$ cat config.mk
export PLATFORM = sky130hd
export DESIGN_NAME = unitate_executie
export DESIGN_NICKNAME = d
export VERILOG_FILES = /design/src/rtl/unitate_executie_pkg.sv /design/src/rtl/unitate_executie_muldiv.sv /design/src/rtl/unitate_executie.sv
export SDC_FILE = /design/constraint.sdc
export NUM_CORES = 1
export LEC_CHECK = 0
export ABC_AREA = 1
export BUFFER_PORTS_ARGS = -buffer_cell sky130_fd_sc_hd__buf_4
export CORE_ASPECT_RATIO = 0.7
export CORE_MARGIN = 2
export CORE_UTILIZATION = 56
export DETAILED_ROUTE_END_ITERATION = 16
export PLACE_DENSITY_LB_ADDON = 0.08
export SYNTH_ARGS = -nofsm -noshare
export SYNTH_HDL_FRONTEND = slang
export SYNTH_SLANG_ARGS = --single-unit
export TNS_END_PERCENT = 50
$ cat constraint.sdc
create_clock -name clk -period 2.8 [get_ports clk]
set_clock_uncertainty 0.2 [all_clocks]
set_input_delay 0.42 -clock clk [delete_from_list [all_inputs] [get_ports clk]]
set_output_delay 0.42 -clock clk [all_outputs]
set_load 0.01 [all_outputs]
$ cat src/rtl/unitate_executie_pkg.sv
// Shared definitions for the execution unit: width defaults, the number of
// multiply/divide iterations, opcode values and the control FSM encoding.
// No ports; imported by unitate_executie and unitate_muldiv.
package pachet_executie;

    localparam int unsigned DATA_W_DEF     = 8;
    localparam int unsigned REG_ADDR_W_DEF = 4;
    localparam int unsigned ITERATII       = 8;

    typedef enum logic [3:0] {
        OP_ADD = 4'd0,
        OP_SUB = 4'd1,
        OP_AND = 4'd2,
        OP_OR  = 4'd3,
        OP_XOR = 4'd4,
        OP_NOT = 4'd5,
        OP_SHL = 4'd6,
        OP_SHR = 4'd7,
        OP_MOV = 4'd8,
        OP_CMP = 4'd9,
        OP_MUL = 4'd10,
        OP_DIV = 4'd11
    } opcode_e;

    typedef enum logic [1:0] {
        ST_IDLE = 2'd0,
        ST_ITER = 2'd1,
        ST_WB   = 2'd2
    } stare_e;

endpackage

$ cat src/rtl/unitate_executie_muldiv.sv
// Iterative 8-step multiplier (shift-add, multiplier LSB first) and
// restoring divider (quotient MSB first). Only built when the macro
// UNITATE_EXECUTIE_MULDIV_EN is defined.
// Ports:
//   clk, rst        clock, synchronous active-high reset
//   start           load operands and begin iterating
//   a, b            operands (multiplicand/multiplier, dividend/divisor)
//   is_div          1 = divide, 0 = multiply
//   result          low W bits of product, or quotient (all ones on b=0)
//   carry           product overflowed W bits, or divide by zero
//   done            high during the final step; result/carry valid then
`ifdef UNITATE_EXECUTIE_MULDIV_EN
module unitate_muldiv
    import pachet_executie::*;
#(
    parameter int unsigned W = DATA_W_DEF
) (
    input  logic         clk,
    input  logic         rst,
    input  logic         start,
    input  logic [W-1:0] a,
    input  logic [W-1:0] b,
    input  logic         is_div,
    output logic [W-1:0] result,
    output logic         carry,
    output logic         done
);

    localparam int unsigned CW = $clog2(ITERATII);

    logic         busy;
    logic         div_q;
    logic [CW-1:0] cnt;
    // hi/lo: product halves for multiply, remainder/quotient for divide
    logic [W-1:0] hi, lo, a_q, b_q;
    logic [W-1:0] hi_n, lo_n;
    logic [W:0]   sum, shifted, trial;
    logic         b_zero;

    assign b_zero = (b_q == '0);

    always_comb begin
        sum     = '0;
        shifted = '0;
        trial   = '0;
        hi_n    = hi;
        lo_n    = lo;
        if (div_q) begin
            shifted = {hi, lo[W-1]};
            trial   = shifted - {1'b0, b_q};
            if (!trial[W]) begin
                hi_n = trial[W-1:0];
                lo_n = {lo[W-2:0], 1'b1};
            end else begin
                hi_n = shifted[W-1:0];
                lo_n = {lo[W-2:0], 1'b0};
            end
        end else begin
            sum  = {1'b0, hi} + {1'b0, (lo[0] ? a_q : '0)};
            hi_n = sum[W:1];
            lo_n = {sum[0], lo[W-1:1]};
        end
    end

    // Outputs present the post-step value so the caller can write back on
    // the same edge as the last step.
    assign done   = busy && (cnt == CW'(ITERATII - 1));
    assign result = (div_q && b_zero) ? '1 : lo_n;
    assign carry  = div_q ? b_zero : (hi_n != '0);

    always_ff @(posedge clk) begin
        if (rst) begin
            busy  <= 1'b0;
            div_q <= 1'b0;
            cnt   <= '0;
            hi    <= '0;
            lo    <= '0;
            a_q   <= '0;
            b_q   <= '0;
        end else if (start) begin
            busy  <= 1'b1;
            div_q <= is_div;
            cnt   <= '0;
            hi    <= '0;
            lo    <= is_div ? a : b;
            a_q   <= a;
            b_q   <= b;
        end else if (busy) begin
            hi  <= hi_n;
            lo  <= lo_n;
            cnt <= cnt + 1'b1;
            if (done) busy <= 1'b0;
        end
    end

endmodule
`endif

$ cat src/rtl/unitate_executie.sv
// Execution unit: single-cycle ALU ops plus optional iterative MUL/DIV,
// with registered writeback to a register file and registered status flags.
// Optional feature macro: UNITATE_EXECUTIE_MULDIV_EN (enables opcodes 10/11;
// otherwise they are illegal and no multiply/divide logic is built).
// Ports:
//   clk, rst                       clock, synchronous active-high reset
//   start, opcode, op_a, op_b      operation request and operands
//   dest_reg                       destination register
//   ready                          high only in IDLE
//   write_enable/write_reg/write_data  one-cycle writeback pulse
//   zero, carry, illegal           registered status
module unitate_executie
    import pachet_executie::*;
#(
    parameter int unsigned DATA_W     = DATA_W_DEF,
    parameter int unsigned REG_ADDR_W = REG_ADDR_W_DEF
) (
    input  logic                  clk,
    input  logic                  rst,
    input  logic                  start,
    input  logic [3:0]            opcode,
    input  logic [DATA_W-1:0]     op_a,
    input  logic [DATA_W-1:0]     op_b,
    input  logic [REG_ADDR_W-1:0] dest_reg,
    output logic                  ready,
    output logic                  write_enable,
    output logic [REG_ADDR_W-1:0] write_reg,
    output logic [DATA_W-1:0]     write_data,
    output logic                  zero,
    output logic                  carry,
    output logic                  illegal
);

    stare_e state, next_state;
    logic   accept;

    logic [DATA_W-1:0] alu_res;
    logic              alu_carry;
    logic              op_illegal, op_iter, op_cmp;
    logic [DATA_W:0]   sum, diff;

    assign ready  = (state == ST_IDLE);
    assign accept = start && ready;
    assign sum    = {1'b0, op_a} + {1'b0, op_b};
    assign diff   = {1'b0, op_a} - {1'b0, op_b};
    assign op_cmp = (opcode == OP_CMP);

    always_comb begin
        alu_res    = '0;
        alu_carry  = 1'b0;
        op_illegal = 1'b0;
        op_iter    = 1'b0;
        case (opcode)
            OP_ADD: begin alu_res = sum[DATA_W-1:0]; alu_carry = sum[DATA_W]; end
            OP_SUB,
            OP_CMP: begin alu_res = diff[DATA_W-1:0]; alu_carry = diff[DATA_W]; end
            OP_AND: alu_res = op_a & op_b;
            OP_OR:  alu_res = op_a | op_b;
            OP_XOR: alu_res = op_a ^ op_b;
            OP_NOT: alu_res = ~op_a;
            OP_SHL: begin alu_res = {op_a[DATA_W-2:0], 1'b0}; alu_carry = op_a[DATA_W-1]; end
            OP_SHR: begin alu_res = {1'b0, op_a[DATA_W-1:1]}; alu_carry = op_a[0]; end
            OP_MOV: alu_res = op_b;
`ifdef UNITATE_EXECUTIE_MULDIV_EN
            OP_MUL,
            OP_DIV: op_iter = 1'b1;
`endif
            default: op_illegal = 1'b1;
        endcase
    end

`ifdef UNITATE_EXECUTIE_MULDIV_EN
    logic [DATA_W-1:0]     md_result;
    logic                  md_carry, md_done;
    logic [REG_ADDR_W-1:0] dest_q;

    unitate_muldiv #(
        .W(DATA_W)
    ) u_muldiv (
        .clk    (clk),
        .rst    (rst),
        .start  (accept && op_iter),
        .a      (op_a),
        .b      (op_b),
        .is_div (opcode == OP_DIV),
        .result (md_result),
        .carry  (md_carry),
        .done   (md_done)
    );

    always_ff @(posedge clk) begin
        if (rst)         dest_q <= '0;
        else if (accept) dest_q <= dest_reg;
    end
`endif

    always_ff @(posedge clk) begin
        if (rst) state <= ST_IDLE;
        else     state <= next_state;
    end

    always_comb begin
        next_state = state;
        case (state)
            ST_IDLE: if (start) next_state = op_iter ? ST_ITER : ST_WB;
`ifdef UNITATE_EXECUTIE_MULDIV_EN
            ST_ITER: if (md_done) next_state = ST_WB;
`else
            ST_ITER: next_state = ST_IDLE;
`endif
            ST_WB:   next_state = ST_IDLE;
            default: next_state = ST_IDLE;
        endcase
    end

    // Writeback and flags are registered on the edge entering WB, so they are
    // visible exactly during the WB cycle.
    always_ff @(posedge clk) begin
        if (rst) begin
            write_enable <= 1'b0;
            write_reg    <= '0;
            write_data   <= '0;
            zero         <= 1'b0;
            carry        <= 1'b0;
            illegal      <= 1'b0;
        end else begin
            write_enable <= 1'b0;
            illegal      <= 1'b0;
            if (accept && !op_iter) begin
                if (op_illegal) begin
                    illegal <= 1'b1;
                end else begin
                    zero  <= (alu_res == '0);
                    carry <= alu_carry;
                    if (!op_cmp) begin
                        write_enable <= 1'b1;
                        write_reg    <= dest_reg;
                        write_data   <= alu_res;
                    end
                end
            end
`ifdef UNITATE_EXECUTIE_MULDIV_EN
            if (state == ST_ITER && md_done) begin
                write_enable <= 1'b1;
                write_reg    <= dest_q;
                write_data   <= md_result;
                zero         <= (md_result == '0);
                carry        <= md_carry;
            end
`endif
        end
    end

endmodule
==> summary.md, run 1 <==
| Metric | Value |
|---|---|
| Clock Path Buffers | 2 |
| Setup TNS | 0 ps |
| Hold Fails Final Rpt | 0 |
| Highest-delay cell along the critical path | fa_1 |
| PD cells | 317 nW/um2 |
| Clock Latency Late Sink | roughly 250 ps |
| ANT cells | 0 |
| Placer Congestion | 1.02 |
| WP buf/inv | 3 |
| GRT Util Overall | 29.8% |
| Synth Flop Type | dfxtp_1 |
| Die area | roughly 4400 um2 |
| RSZ-0062 raised after global routing | false |
| Static Leakage | ~1.4 nW |
| Starting DRT DRC Count | 396 |
| Family with the most delay on the worst path | adder cells |
| Share of cells above drive strength 1 | 13.0% |
| Worst Setup SP | op_a[0] |
| HPWL after detailed placement | roughly 5100 um |
| Post-synth ARST share | 0% |
| Worst setup path category | in2reg |
| Rows | 18 |
| Mapped cell area | 2160 um2 |
| Largest register FFs | 8 |
| CP Capture Point | carry |
| Setup bufs post-CTS | 0 |
| CTS tree | built |
| Final std cells w/o fill | approximately 470 |
| Initial Util | between 50 and 60% |
| DP Worst Slack | 281 ps |
| Final wirelength | 6390 um |
| Slew @ Worst Pin | between 700 and 800 ps |
| Crit path max fanout | 4 |
| Largest family of logic cells by synthesized area | simple AND/OR/NAND/NOR gates |
| Drt via density | 5.44 |
| Core ar. | 3600 um2 |
| Most common cell in the netlist | nand2_1 |
| R2R setup slack | between 1000 and 1500 ps |
| Syn. warnings | 0 |
| Crit-path max cell delay | 420 ps |
| Mean post-synth cell area | between 5 and 6 um2 |
| Crit end category | flip-flop |
| Buffers added on ports | 43 |
| Post-CTS Hold Buffers | 0 |
| # clock sinks | 17 |
| Vias | 2,537 |
| Synth Register Bits | 17 |
| Die height | 55.9 um |
| Seq/Total Area, Yosys | 15.8% |
| Largest net degree at the start of global routing | 21 |
| First-pass GRT wire length | between 10,000 and 15,000 um |
| Crit path DAT | 2290 ps |
| Number of global-route vias before repair | 2,155 |
| Mux cell area share after synthesis | 0% |
| Fin crit share | 82.5% |
| Final net count | 470 |
| Setup WS post-layout | 490 ps |
| Worst setup SP type | input pin |
| CTS H-tree depth | 1 |
| Root buf cell | clkbuf_8 |
| DRC | 0 |
| CTS resizes | 0 |
| Maximum VDD drop | 0.353 mV |
| Max-cap violations | 0 |
| Worst path depth | 12 |
| RR Startpoint | state[1] |
| # setup viols final | 0 |
| Post-synthesis compound-gate area fraction | a little over a tenth |
| Area Growth Syn to Fin | 17.2% |
| Hold path depth | 2 |
| Simple-gate share of the synthesized area | ~44% |
| Cts bufs inserted | 3 |
| Outcome | finished, final reports clean |
| Hold Crit Class | in2reg |
| Antenna-violating nets left | 0 |
| Top post-synthesis cells by count | 96 x nand2_1, 65 x nor2_1, 56 x inv_1 |
| Xor/xnor share of the synthesized area | 0.406% |
| Peak Freq | 0.433 GHz |
| Reg-to-reg endpoint | write_data[1] |
| Synth area leaders | nand2_1 17%, dfxtp_1 16%, ha_1 14%, nor2_1 11%, nand3_1 11% |
| Area share of the leading cell type in the synthesized netlist | around 17% |
| Clock Pin Slew Worst Setup and Hold Paths | 70 ps |
| R2R depth | 9 |
| WP data required | roughly 2800 ps |
| IO Pins | 44 |
| Slew HR | 51.4% |
| First-pass iteration count of the detailed router | 6 |
| Post-synth cell types | 26 |
| Max-slew violation count | 0 |
| Critical Path, Cell by Cell | buf_4, inv_1, ha_1, inv_1, fa_1, nand4_1, nand3_1, a21oi_1, o21ai_0, nand2_1, o21ai_0, a21oi_1 |
| Cells after Synth | 378 |
| Min Tclk post-route | between 2000 and 2500 ps |
| Placed Instances | 462 |
| Net Count, Synth | 431 |
| Grt total ovfl | 0 |
| EDFF count, synth | 0 |
| Area leader, netlist | nand2_1 |
| Initial antenna violation count | 0 |
| Routed len/inst | 13.7 um |
| Die X-Extent | 78.2 um |
| Post-Synth Adder-Cell Area | about 16% |
[layout by cell type (no fill, tap or decap), types with 2 or more instances in the layout]
| cell type | count |
|---|---|
| a21oi_1 | 19 |
| buf_4 | 45 |
| clkbuf_8 | 3 |
| dfxtp_1 | 17 |
| fa_1 | 2 |
| ha_1 | 24 |
| inv_1 | 56 |
| inv_2 | 2 |
| nand2_1 | 96 |
| nand3_1 | 48 |
| nand3b_1 | 3 |
| nand4_1 | 4 |
| nor2_1 | 65 |
| nor2_2 | 2 |
| nor3_1 | 2 |
| o211ai_1 | 8 |
| o21ai_0 | 12 |
[area by class of cell]
cell class	instances	area (um2)
Clock buffer	3	41.3
Tap cell	50	62.6
Inverter	58	218
Clock inverter	1	5.00
Sequential cell	17	340
Multi-Input combinational cell	292	1520
Fill cell	347	1080
Timing Repair Buffer	45	338
[per-layer routing]
metal	track usage, %	vias up	wire length [um]
li1	-	1275	-
met1	47.3	1102	2990
met2	41.4	144	2580
met3	7.31	16	735
met4	3.01	0	83
met5	0	-	0
[logic make-up after synthesis]
family          Yosys count
fa+ha+maj                26
xor+xnor                  1
compound gates           42
flops                    17
simple gates            223
buf+inv                  69
[worst min-delay path by stage]
stage                     start        to
final                       rst  state[1]
after global routing        rst     carry
after CTS                   rst      zero
after detailed placement   zero      zero
after global placement    carry     carry
after floorplan           carry     carry
[per-stage QoR]
stage	area [um2]	utilization (%)	total power [mW]	hold slack (ps)
2_1_floorplan	2160	-	0.492	282
3_3_place_gp	2480	68.8	0.610	262
3_5_place_dp	2480	68.8	0.614	262
4_1_cts	2530	70.1	0.793	186
5_1_grt	2530	70.1	0.859	195
6_report	2530	70.1	0.800	188
[power by group]
part	total [mW]	internal (mW)	switching, mW
Clock	0.182	0.0987	0.0833
Sequential	0.267	0.259	0.00813
Combinational	0.351	0.130	0.221
[worst reg2reg max path, cell delays in order (launching register included)]
cell     delay [ps]
dfxtp_1         310
nor2_1           90
inv_1            70
nor2_1          210
inv_1           120
a21oi_1         130
buf_4           230
inv_2           100
o21ai_0         160
inv_1            50
Power figures use the tool's default switching activity.
==> run 2, diff against run 1 <==
--- a/config.mk
+++ b/config.mk
@@ -5,7 +5,7 @@
 export SDC_FILE = /design/constraint.sdc
 export NUM_CORES = 1
 export LEC_CHECK = 0
-export ABC_AREA = 1
+export ABC_AREA = 0
 export BUFFER_PORTS_ARGS = -buffer_cell sky130_fd_sc_hd__buf_4
 export CORE_ASPECT_RATIO = 0.7
 export CORE_MARGIN = 2
==> constraint.sdc (replaced) <==
create_clock -name clk -period 2.3 [get_ports clk]
set_clock_uncertainty 0.2 [all_clocks]
set_input_delay 0.345 -clock clk [delete_from_list [all_inputs] [get_ports clk]]
set_output_delay 0.345 -clock clk [all_outputs]
set_load 0.01 [all_outputs]
==> run 2 against run 1 <==
  * The run now ends with negative setup slack left
  * First-iteration DRC count decreased by 20%
  * Clock power increased by 20%
  * Routed wire length increased by 18%
  * Non-clock buffer count increased by 66
  * Largest power group unchanged
  * Sequential share of layout area decreased by 2.7 points
  * Worst setup slack got worse by 640 ps
  * Critical path depth decreased by 2
  * Power increased by 46%
  * Highest routed layer unchanged
  * Area after synthesis increased by 1.5%
  * Sequential power increased by 21%
==> summary.md, run 2 <==
| Metric | Value |
|---|---|
| Outcome | finished, violations left |
| Failing checks | negative setup slack |
| Synth area leaders | dfxtp_1 16%, ha_1 14%, mux2i_1 5.9%, inv_1 5.1%, nor2_1 4.6% |
| Min Tclk post-route | 2450 ps |
| Antenna-violating nets left | 0 |
| Placer Congestion | 0.953 |
| Post-synth ARST share | 0% |
| Setup TNS | -210 ps |
| Top layer in use | met4 |
| Routed len/inst | 17.4 um |
| Synth Register Bits | 17 |
| Crit end category | flip-flop |
| Peak Freq | 0.408 GHz |
| Static Leakage | roughly 1.5 nW |
| Initial antenna violation count | 0 |
| Number of fill cells | 204 |
| Cts bufs inserted | 3 |
| EDFF count, synth | 0 |
| Max-slew violation count | 0 |
| CTS tree | built |
| Post-synth cell types | just under 60 |
| Final std cells w/o fill | 434 |
| Top post-synthesis cells by count | 30 x inv_1, 27 x nor2_1, 24 x ha_1 |
| Final Util | 87.1% |
| Rows | 18 |
| ANT cells | 0 |
| Buffers added on ports | 43 |
| Die height | 56.3 um |
| GRT Util Overall | 33.9% |
| Max-cap violations | 0 |
| Fin crit share | 107% |
| Hold Fails Final Rpt | 0 |
| WP data required | between 2000 and 2500 ps |
| Grt total ovfl | 0 |
| Most common cell in the netlist | inv_1 |
| Share of cells above drive strength 1 | 37.5% |
| Cells after Synth | between 200 and 300 |
| Largest net degree at the start of global routing | 26 |
| Clock Path Buffers | 2 |
| # setup viols final | 3 |
| RSZ-0062 raised after global routing | true |
| Slew HR | 55.2% |
| Most common cell after layout, fill and taps aside | buf_4 |
| DP Worst Slack | -422 ps |
| Mapped cell area | 2190 um2 |
| Met1 WL | 3190 um |
| DRC | 0 |
| Crit path max fanout | 4 |
| Leading cell types in the layout, fill and taps excluded | 109 x buf_4, 28 x inv_1, 27 x nor2_1 |
| IO Pins | 44 |
| PD cells | roughly 370 nW/um2 |
| Area Growth Syn to Fin | 44.3% |
| Root buf cell | clkbuf_8 |
| CTS H-tree depth | 1 |
| HPWL after detailed placement | 5680 um |
| Final wirelength | approximately 7500 um |
| Met2 WL | approximately 3400 um |
| Hold Crit Class | in2reg |
| Initial Util | 60.4% |
| Drt via density | 6.15 |
| Largest register FFs | 8 |
| Placed Instances | approximately 430 |
| Area share of the leading cell type in the synthesized netlist | roughly 16% |
| Number of global-route vias before repair | 2,470 |
| Worst setup SP type | input pin |
| Slew @ Worst Pin | 670 ps |
| Vias | around 2,700 |
| Syn. warnings | 0 |
| Footprint of the multi-input gates | 1740 um2 |
| First-pass GRT wire length | 12,000 um |
| Clock Pin Slew Worst Setup and Hold Paths | 60 ps |
| Area leader, netlist | dfxtp_1 |
| # clock sinks | 17 |
| Clock Latency Late Sink | about 250 ps |
| Final net count | 438 |
| Post-CTS Hold Buffers | 0 |
| Worst setup path category | in2reg |
| Flip-flop and latch area | 340 um2 |
| First-pass iteration count of the detailed router | 5 |
| Die area | 4430 um2 |
| Setup WS post-layout | -153 ps |
| Mean post-synth cell area | 7.57 um2 |
| Met3 wire length | between 800 and 900 um |
| Synth Flop Type | dfxtp_1 |
| Final hold slack | 138 ps |
| Net Count, Synth | 342 |
| Starting DRT DRC Count | 316 |
| Seq/Total Area, Yosys | 15.6% |
| Die X-Extent | 78.7 um |
| Maximum VDD drop | 0.535 mV |
| Crit path DAT | approximately 2400 ps |
| Core ar. | 3630 um2 |
[run 2: changes by cell type after synthesis, moves of 9 or more]
cell	previous run	this run
nor2_1	65	27
a211oi_1	0	9
mux2i_1	0	13
nand2_1	96	17
nand3_1	48	8
inv_1	56	30
nor3_1	2	11
[run 2: where the power goes]
| part | internal (mW) | switching, mW | total, mW |
|---|---|---|---|
| combinational | 0.307 | 0.322 | 0.629 |
| sequential | 0.312 | 0.00931 | 0.322 |
| clock | 0.120 | 0.0980 | 0.218 |
[run 2: timing repair]
| item | in CTS | in global routing |
|---|---|---|
| resized for setup | 9 | 13 |
| setup buffers | 0 | 1 |
| pin swaps | 3 | 9 |
| setup endpoints to repair | 4 | 6 |
[run 2: cell type report]
class,count,share of cell area [%]
clock inverter,1,0.158
sequential,17,10.8
timing repair buffer,111,26.9
multi-input combinational,221,55.1
inverter,31,3.76
tap,50,1.98
clock buffer,3,1.31
[run 2: per-stage QoR]
step | instance area (um2) | power [mW]
6_report | 3160 | 1.17
5_1_grt | 3160 | 1.23
4_1_cts | 3100 | 1.14
3_5_place_dp | 3020 | 0.908
3_3_place_gp | 3020 | 0.889
2_1_floorplan | 2210 | 0.641
[run 2: critical path: stages]
cell      delay, ps
buf_4            90
inv_1           100
ha_4            300
a211oi_1        100
or3_4           410
a211oi_2        210
mux2i_1         110
a211o_1         270
or3b_1          360
o21ai_1         130
[run 2: logic make-up after synthesis]
kind of cell / count (synthesis) / synth area share, %
AOI/OAI and AO/OA: 82 / 26.9
DFF: 17 / 15.6
buffers and inverters: 51 / 9.61
adders and majority gates: 26 / 15.6
muxes: 16 / 8.52
and+or+nand+nor: 93 / 22.3
xor gates and xnor gates: 4 / 1.60
[run 2: path summary, 6_finish.rpt]
check	startpoint	endpoint	slack [ps]	cells past startpoint
worst max register to register	state[1]	zero	690	6
worst min-delay path	dest_reg[2]	write_reg[2]	140	3
worst min register to register	carry	carry	290	2
worst max-delay path	op_a[1]	zero	-150	10
[run 2: layer usage]
metal / vias up / GRT usage [%]
met5: - / 0
met4: 0 / 7.02
met3: 24 / 8.36
met2: 203 / 54.1
met1: 1213 / 46.6
li1: 1230 / -
